$ cat src/rtl/ram_ctrl_pkg.sv
// Shared types for the RAM request queue: word geometry, FSM states and the
// queued request record.
package ram_ctrl_pkg;

  localparam int ADDR_W = 9;
  localparam int DATA_W = 16;

  typedef enum logic [1:0] {
    IDLE,
    WRITE,
    READ,
    RESP
  } state_t;

  typedef struct packed {
    logic              we;
    logic [ADDR_W-1:0] addr;
    logic [DATA_W-1:0] wdata;
  } req_t;

endpackage

$ cat src/rtl/req_fifo.sv
// Synchronous request FIFO. The caller guarantees push only when not full and
// pop only when not empty.
module req_fifo
  import ram_ctrl_pkg::*;
#(
  parameter int DEPTH = 4
) (
  input  logic clk,
  input  logic rst_n,
  input  logic push,
  input  req_t push_data,
  input  logic pop,
  output req_t head,
  output logic full,
  output logic empty
);

  localparam int PTR_W = $clog2(DEPTH);

  req_t             mem [DEPTH];
  logic [PTR_W-1:0] head_ptr;
  logic [PTR_W-1:0] tail_ptr;
  logic [PTR_W:0]   count;

  // NOTE: sequential state uses non-blocking assignments so every register
  // samples the pre-edge values of the others.
  always_ff @(posedge clk) begin
    if (!rst_n) begin
      head_ptr <= '0;
      tail_ptr <= '0;
      count    <= '0;
    end else begin
      if (push) tail_ptr <= tail_ptr + 1'b1;
      if (pop)  head_ptr <= head_ptr + 1'b1;
      case ({push, pop})
        2'b10:   count <= count + 1'b1;
        2'b01:   count <= count - 1'b1;
        default: count <= count;
      endcase
    end
  end

  // NOTE: storage is deliberately not reset; the pointers and count alone
  // decide which entries are live.
  always_ff @(posedge clk) begin
    if (push) mem[tail_ptr] <= push_data;
  end

  assign head  = mem[head_ptr];
  assign full  = (count == (PTR_W + 1)'(DEPTH));
  assign empty = (count == '0);

endmodule

$ cat src/rtl/ram_req_queue.sv
// Request queue in front of a 512x16 word RAM: buffers write/read requests
// and executes them in order, returning read data with a valid/ready handshake.
module ram_req_queue
  import ram_ctrl_pkg::*;
#(
  parameter int DEPTH = 4
) (
  input  logic              clk,
  input  logic              rst_n,
  input  logic              req_valid,
  output logic              req_ready,
  input  logic              req_we,
  input  logic [ADDR_W-1:0] req_addr,
  input  logic [DATA_W-1:0] req_wdata,
  output logic              rsp_valid,
  input  logic              rsp_ready,
  output logic [DATA_W-1:0] rsp_rdata,
  output logic [ADDR_W-1:0] mem_addr,
  output logic [DATA_W-1:0] mem_in,
  output logic              mem_load,
  input  logic [DATA_W-1:0] mem_out
);

  state_t            state;
  state_t            state_nxt;
  req_t              head;
  logic              full;
  logic              empty;
  logic              push;
  logic              pop;
  logic [ADDR_W-1:0] mem_addr_nxt;
  logic [DATA_W-1:0] mem_in_nxt;
  logic              mem_load_nxt;
  logic              rsp_valid_nxt;
  logic [DATA_W-1:0] rsp_rdata_nxt;

  assign req_ready = !full;
  assign push      = req_valid && !full;

  req_fifo #(.DEPTH(DEPTH)) u_fifo (
    .clk       (clk),
    .rst_n     (rst_n),
    .push      (push),
    .push_data ('{we: req_we, addr: req_addr, wdata: req_wdata}),
    .pop       (pop),
    .head      (head),
    .full      (full),
    .empty     (empty)
  );

  // NOTE: every signal written here gets a default first, so no path can
  // leave one unassigned and infer a latch.
  always_comb begin
    state_nxt     = state;
    pop           = 1'b0;
    mem_addr_nxt  = mem_addr;
    mem_in_nxt    = mem_in;
    mem_load_nxt  = 1'b0;
    rsp_valid_nxt = rsp_valid;
    rsp_rdata_nxt = rsp_rdata;
    case (state)
      IDLE: begin
        if (!empty) begin
          pop          = 1'b1;
          mem_addr_nxt = head.addr;
          mem_in_nxt   = head.wdata;
          mem_load_nxt = head.we;
          state_nxt    = head.we ? WRITE : READ;
        end
      end
      WRITE: state_nxt = IDLE;
      READ: begin
        rsp_rdata_nxt = mem_out;
        rsp_valid_nxt = 1'b1;
        state_nxt     = RESP;
      end
      RESP: begin
        // Response is held until the consumer takes it.
        if (rsp_ready) begin
          rsp_valid_nxt = 1'b0;
          state_nxt     = IDLE;
        end
      end
      default: state_nxt = IDLE;
    endcase
  end

  always_ff @(posedge clk) begin
    if (!rst_n) begin
      state     <= IDLE;
      mem_addr  <= '0;
      mem_in    <= '0;
      mem_load  <= 1'b0;
      rsp_valid <= 1'b0;
      rsp_rdata <= '0;
    end else begin
      state     <= state_nxt;
      mem_addr  <= mem_addr_nxt;
      mem_in    <= mem_in_nxt;
      mem_load  <= mem_load_nxt;
      rsp_valid <= rsp_valid_nxt;
      rsp_rdata <= rsp_rdata_nxt;
    end
  end

endmodule
$ cat config.mk
export PLATFORM = sky130hd
export DESIGN_NAME = ram_req_queue
export DESIGN_NICKNAME = d
export VERILOG_FILES = /design/src/rtl/ram_ctrl_pkg.sv /design/src/rtl/req_fifo.sv /design/src/rtl/ram_req_queue.sv
export SDC_FILE = /design/constraint.sdc
export NUM_CORES = 1
export LEC_CHECK = 0
export ABC_AREA = 1
export BUFFER_PORTS_ARGS = -buffer_cell sky130_fd_sc_hd__buf_2
export CAP_MARGIN = 20
export CORE_ASPECT_RATIO = 0.6
export CORE_MARGIN = 3
export CORE_UTILIZATION = 55
export DETAILED_ROUTE_END_ITERATION = 8
export PLACE_DENSITY = 0.77
export SLEW_MARGIN = 10
export SYNTH_ARGS = -nofsm -noshare
export SYNTH_HDL_FRONTEND = slang
export SYNTH_SLANG_ARGS = --single-unit
$ cat constraint.sdc
create_clock -name clk -period 2.7 [get_ports clk]
set_input_delay 0.54 -clock clk [delete_from_list [all_inputs] [get_ports clk]]
set_output_delay 0.54 -clock clk [all_outputs]
set_load 0.02 [all_outputs]
==> flow_metrics.tcl <==
set metrics [dict create \
    ff2ff_setup_slack_ps 490 \
    cts_max_level 4 \
    synth_nets 771 \
    finalSetupTns_ps 0 \
    ys_top_cells_by_area "edfxtp_1 (48%), dfxtp_1 (16%), nand2_1 (11%), inv_1 (8.2%), nor2_1 (5.4%)" \
    period_share 0.820 \
    worst_r2r_endpoint "u_fifo.count[2]" \
    crit_family "simple AND/OR/NAND/NOR gates" \
    synth_warnings 0 \
    clk_pin_slew_ps 60 \
    first_iter_violations 343 \
    grt_pass1_wl_um 23500 \
    cpPeakStageDelay_ps 410 \
    synth_top_area_frac 0.476 \
    clkLatencyLatePin_ps 420 \
    leakage_nw 3.74 \
    holdBufCountCts 0 \
    io-pin-count 90 \
    fp-row-count 30 \
    postSynthAreaPerCell_um2 9.12 \
    clock_skew_ps 9.66 \
    root_buffer "clkbuf_16" \
    die_w_um 147 \
    cap_violations 0 \
    grt_antenna_before_repair 0 \
    synth_top_area_cell "edfxtp_1" \
    r2r-start "u_fifo.count[0]" \
    numCtsBuffers 17 \
    ant_nets 0 \
    final_layout_size_suffix_gt1_frac 0.172 \
    first_pass_iters 5 \
    hold_ws_ps 337 \
    cts_sinks 158 \
    status "finished clean" \
    slew_violations 0 \
    gp_congestion 0.772 \
    required_ps 3010 \
    die_area_mm2 0.0133 \
    areaGrowthSynthToFinish_pct 17.7 \
    grt_pass1_vias 4729 \
    cp_num_cells 12 \
    cp_slowest_cell "fa_1" \
    num_vias 4754 \
    fp.dieH_um 90.6 \
    netlist_area_mm2 0.00656 \
    dp_hpwl_um 8930 \
    worst_ir_drop_vdd_uv 612 \
    path_cells "nor2_1, nand2_1, nand2_1, ha_1, inv_1, fa_1, inv_1, nand2_1, nand3_1, nand2_1, nand2_1, nor2_1" \
    cts_resized 0 \
    cp-startpoint "u_fifo.count[0]" \
    p_total_mw 8.42 \
    drc 0 \
    clockBufferDepth 2 \
    rsz0062_at_grt "no" \
    netlist_instances 719 \
    ys_types 21 \
    final-setup-viol-count 0 \
    diodes 0 \
    hold_class "in -> reg" \
    ys_seq_elements 158 \
    grt.total_usage 0.224 \
    wl_per_cell_um 14.5 \
    yosysSeqAreaShare 0.641 \
    max_slew_margin 0.389 \
    path_class "reg -> reg" \
    fin_ws_ps 487 \
    dp_slack_ps 513 \
    cts_tree "built" \
    start_util 0.571 \
    critPathCapture "u_fifo.count[2]" \
    cts_post_setup_buffers_inserted 0 \
    finalHoldViolations 0 \
    core_mm2 0.0115 \
    crit_buf_inv 2 \
    reg2reg_depth 12 \
    final_cell_mix "nand2_1 (198), inv_1 (143), edfxtp_1 (104)" \
    critPathCaptureType "flip-flop" \
    final_common_cell "nand2_1" \
    timing.final.crit_period_ps 2210 \
    fmax_mhz 452 \
    power.density_mw_per_mm2 1090 \
    tightest_slew_ps 914 \
    wirelength_um 14200 \
    fin_util 0.672 \
    nets 860 \
    worstPathArrival_ps 2530 \
    grt-ovfl-total 0 \
    cp_common_cell "nand2_1" \
    io_buffers 89 \
    grt_max_degree 54 \
    vias_per_cell 4.85 \
    cp-start-kind "flip-flop" \
    cp_max_fo 7 \
]
-- worst min-delay path by stage --
stage | start | to | slack, ps | cells after the start
after global routing | req_wdata[10] | u_fifo.mem[0][10] | 330 | 1
after global placement | u_fifo.count[0] | u_fifo.count[0] | 460 | 1
after CTS | req_we | u_fifo.mem[2][25] | 320 | 1
final | req_wdata[0] | u_fifo.mem[0][0] | 340 | 1
after detailed placement | rsp_valid | rsp_valid | 500 | 2
after floorplan | u_fifo.count[0] | u_fifo.count[0] | 440 | 1
-- registers in the layout, summed over array words and instances, names as in the netlist, named ones only --
name             cells
mem_addr             9
mem_in              16
mem_load             1
rsp_rdata           16
rsp_valid            1
state                2
u_fifo.count         3
u_fifo.head_ptr      2
u_fifo.mem         104
u_fifo.tail_ptr      2
-- Yosys cell counts --
cell type	instances
a21oi_1	5
fa_1	1
buf_2	20
buf_4	2
nand3_1	57
buf_6	3
inv_1	143
inv_2	4
nor3_2	1
and2_1	1
nor2_2	1
edfxtp_1	104
nor2_1	94
ha_1	5
dfxtp_1	54
nand2_1	198
a21oi_2	1
clkbuf_1	3
nand2_4	1
nor2_4	1
o21ai_0	20
-- metrics by stage --
stage                     instances  instance area (µm²)
after floorplan                 719                 6560
after global placement          949                 7140
after detailed placement        949                 7140
after CTS                       981                 7720
after global routing            981                 7720
final                           981                 7720
-- report_power, final --
part	switching, mW	internal, mW	total, mW
Sequential	0.184	3.01	3.20
Combinational	2.04	0.864	2.90
Clock	0.927	1.39	2.32
Total	3.15	5.27	8.42
-- worst reg2reg max path, cell delays in order (launching register included) --
cell and delay (ps):
dfxtp_1 340, nor2_1 150, nand2_1 130, nand2_1 400
ha_1 260, inv_1 80, fa_1 410, inv_1 80
nand2_1 50, nand3_1 80, nand2_1 50, nand2_1 50
nor2_1 40
-- routing by layer --
metal  up-vias  global-route usage  wire length [µm]
met5         -                   0                 0
met2       148               0.367              7020
met4         0              0.0853               162
met1      2213               0.295              6160
li1       2377                   -                 -
met3        16              0.0517               850
-- layout make-up --
| cell class | count | area (µm²) |
|---|---|---|
| clock buffer | 25 | 539 |
| clock inverter | 7 | 41.3 |
| fill | 883 | 3770 |
| inverter | 147 | 552 |
| multi-input combinational | 386 | 1670 |
| sequential | 158 | 4210 |
| tap | 160 | 200 |
| timing repair buffer | 98 | 513 |
-- cells by family (layout without fill, tap and decap cells) --
group	after synthesis	count (layout)	share of synthesized area
compound gates	26	26	0.0204
fa+ha+maj	6	6	0.0126
buf+inv	175	277	0.109
flops	158	158	0.641
simple gates	354	354	0.217
(Power assumes the default switching activity.)
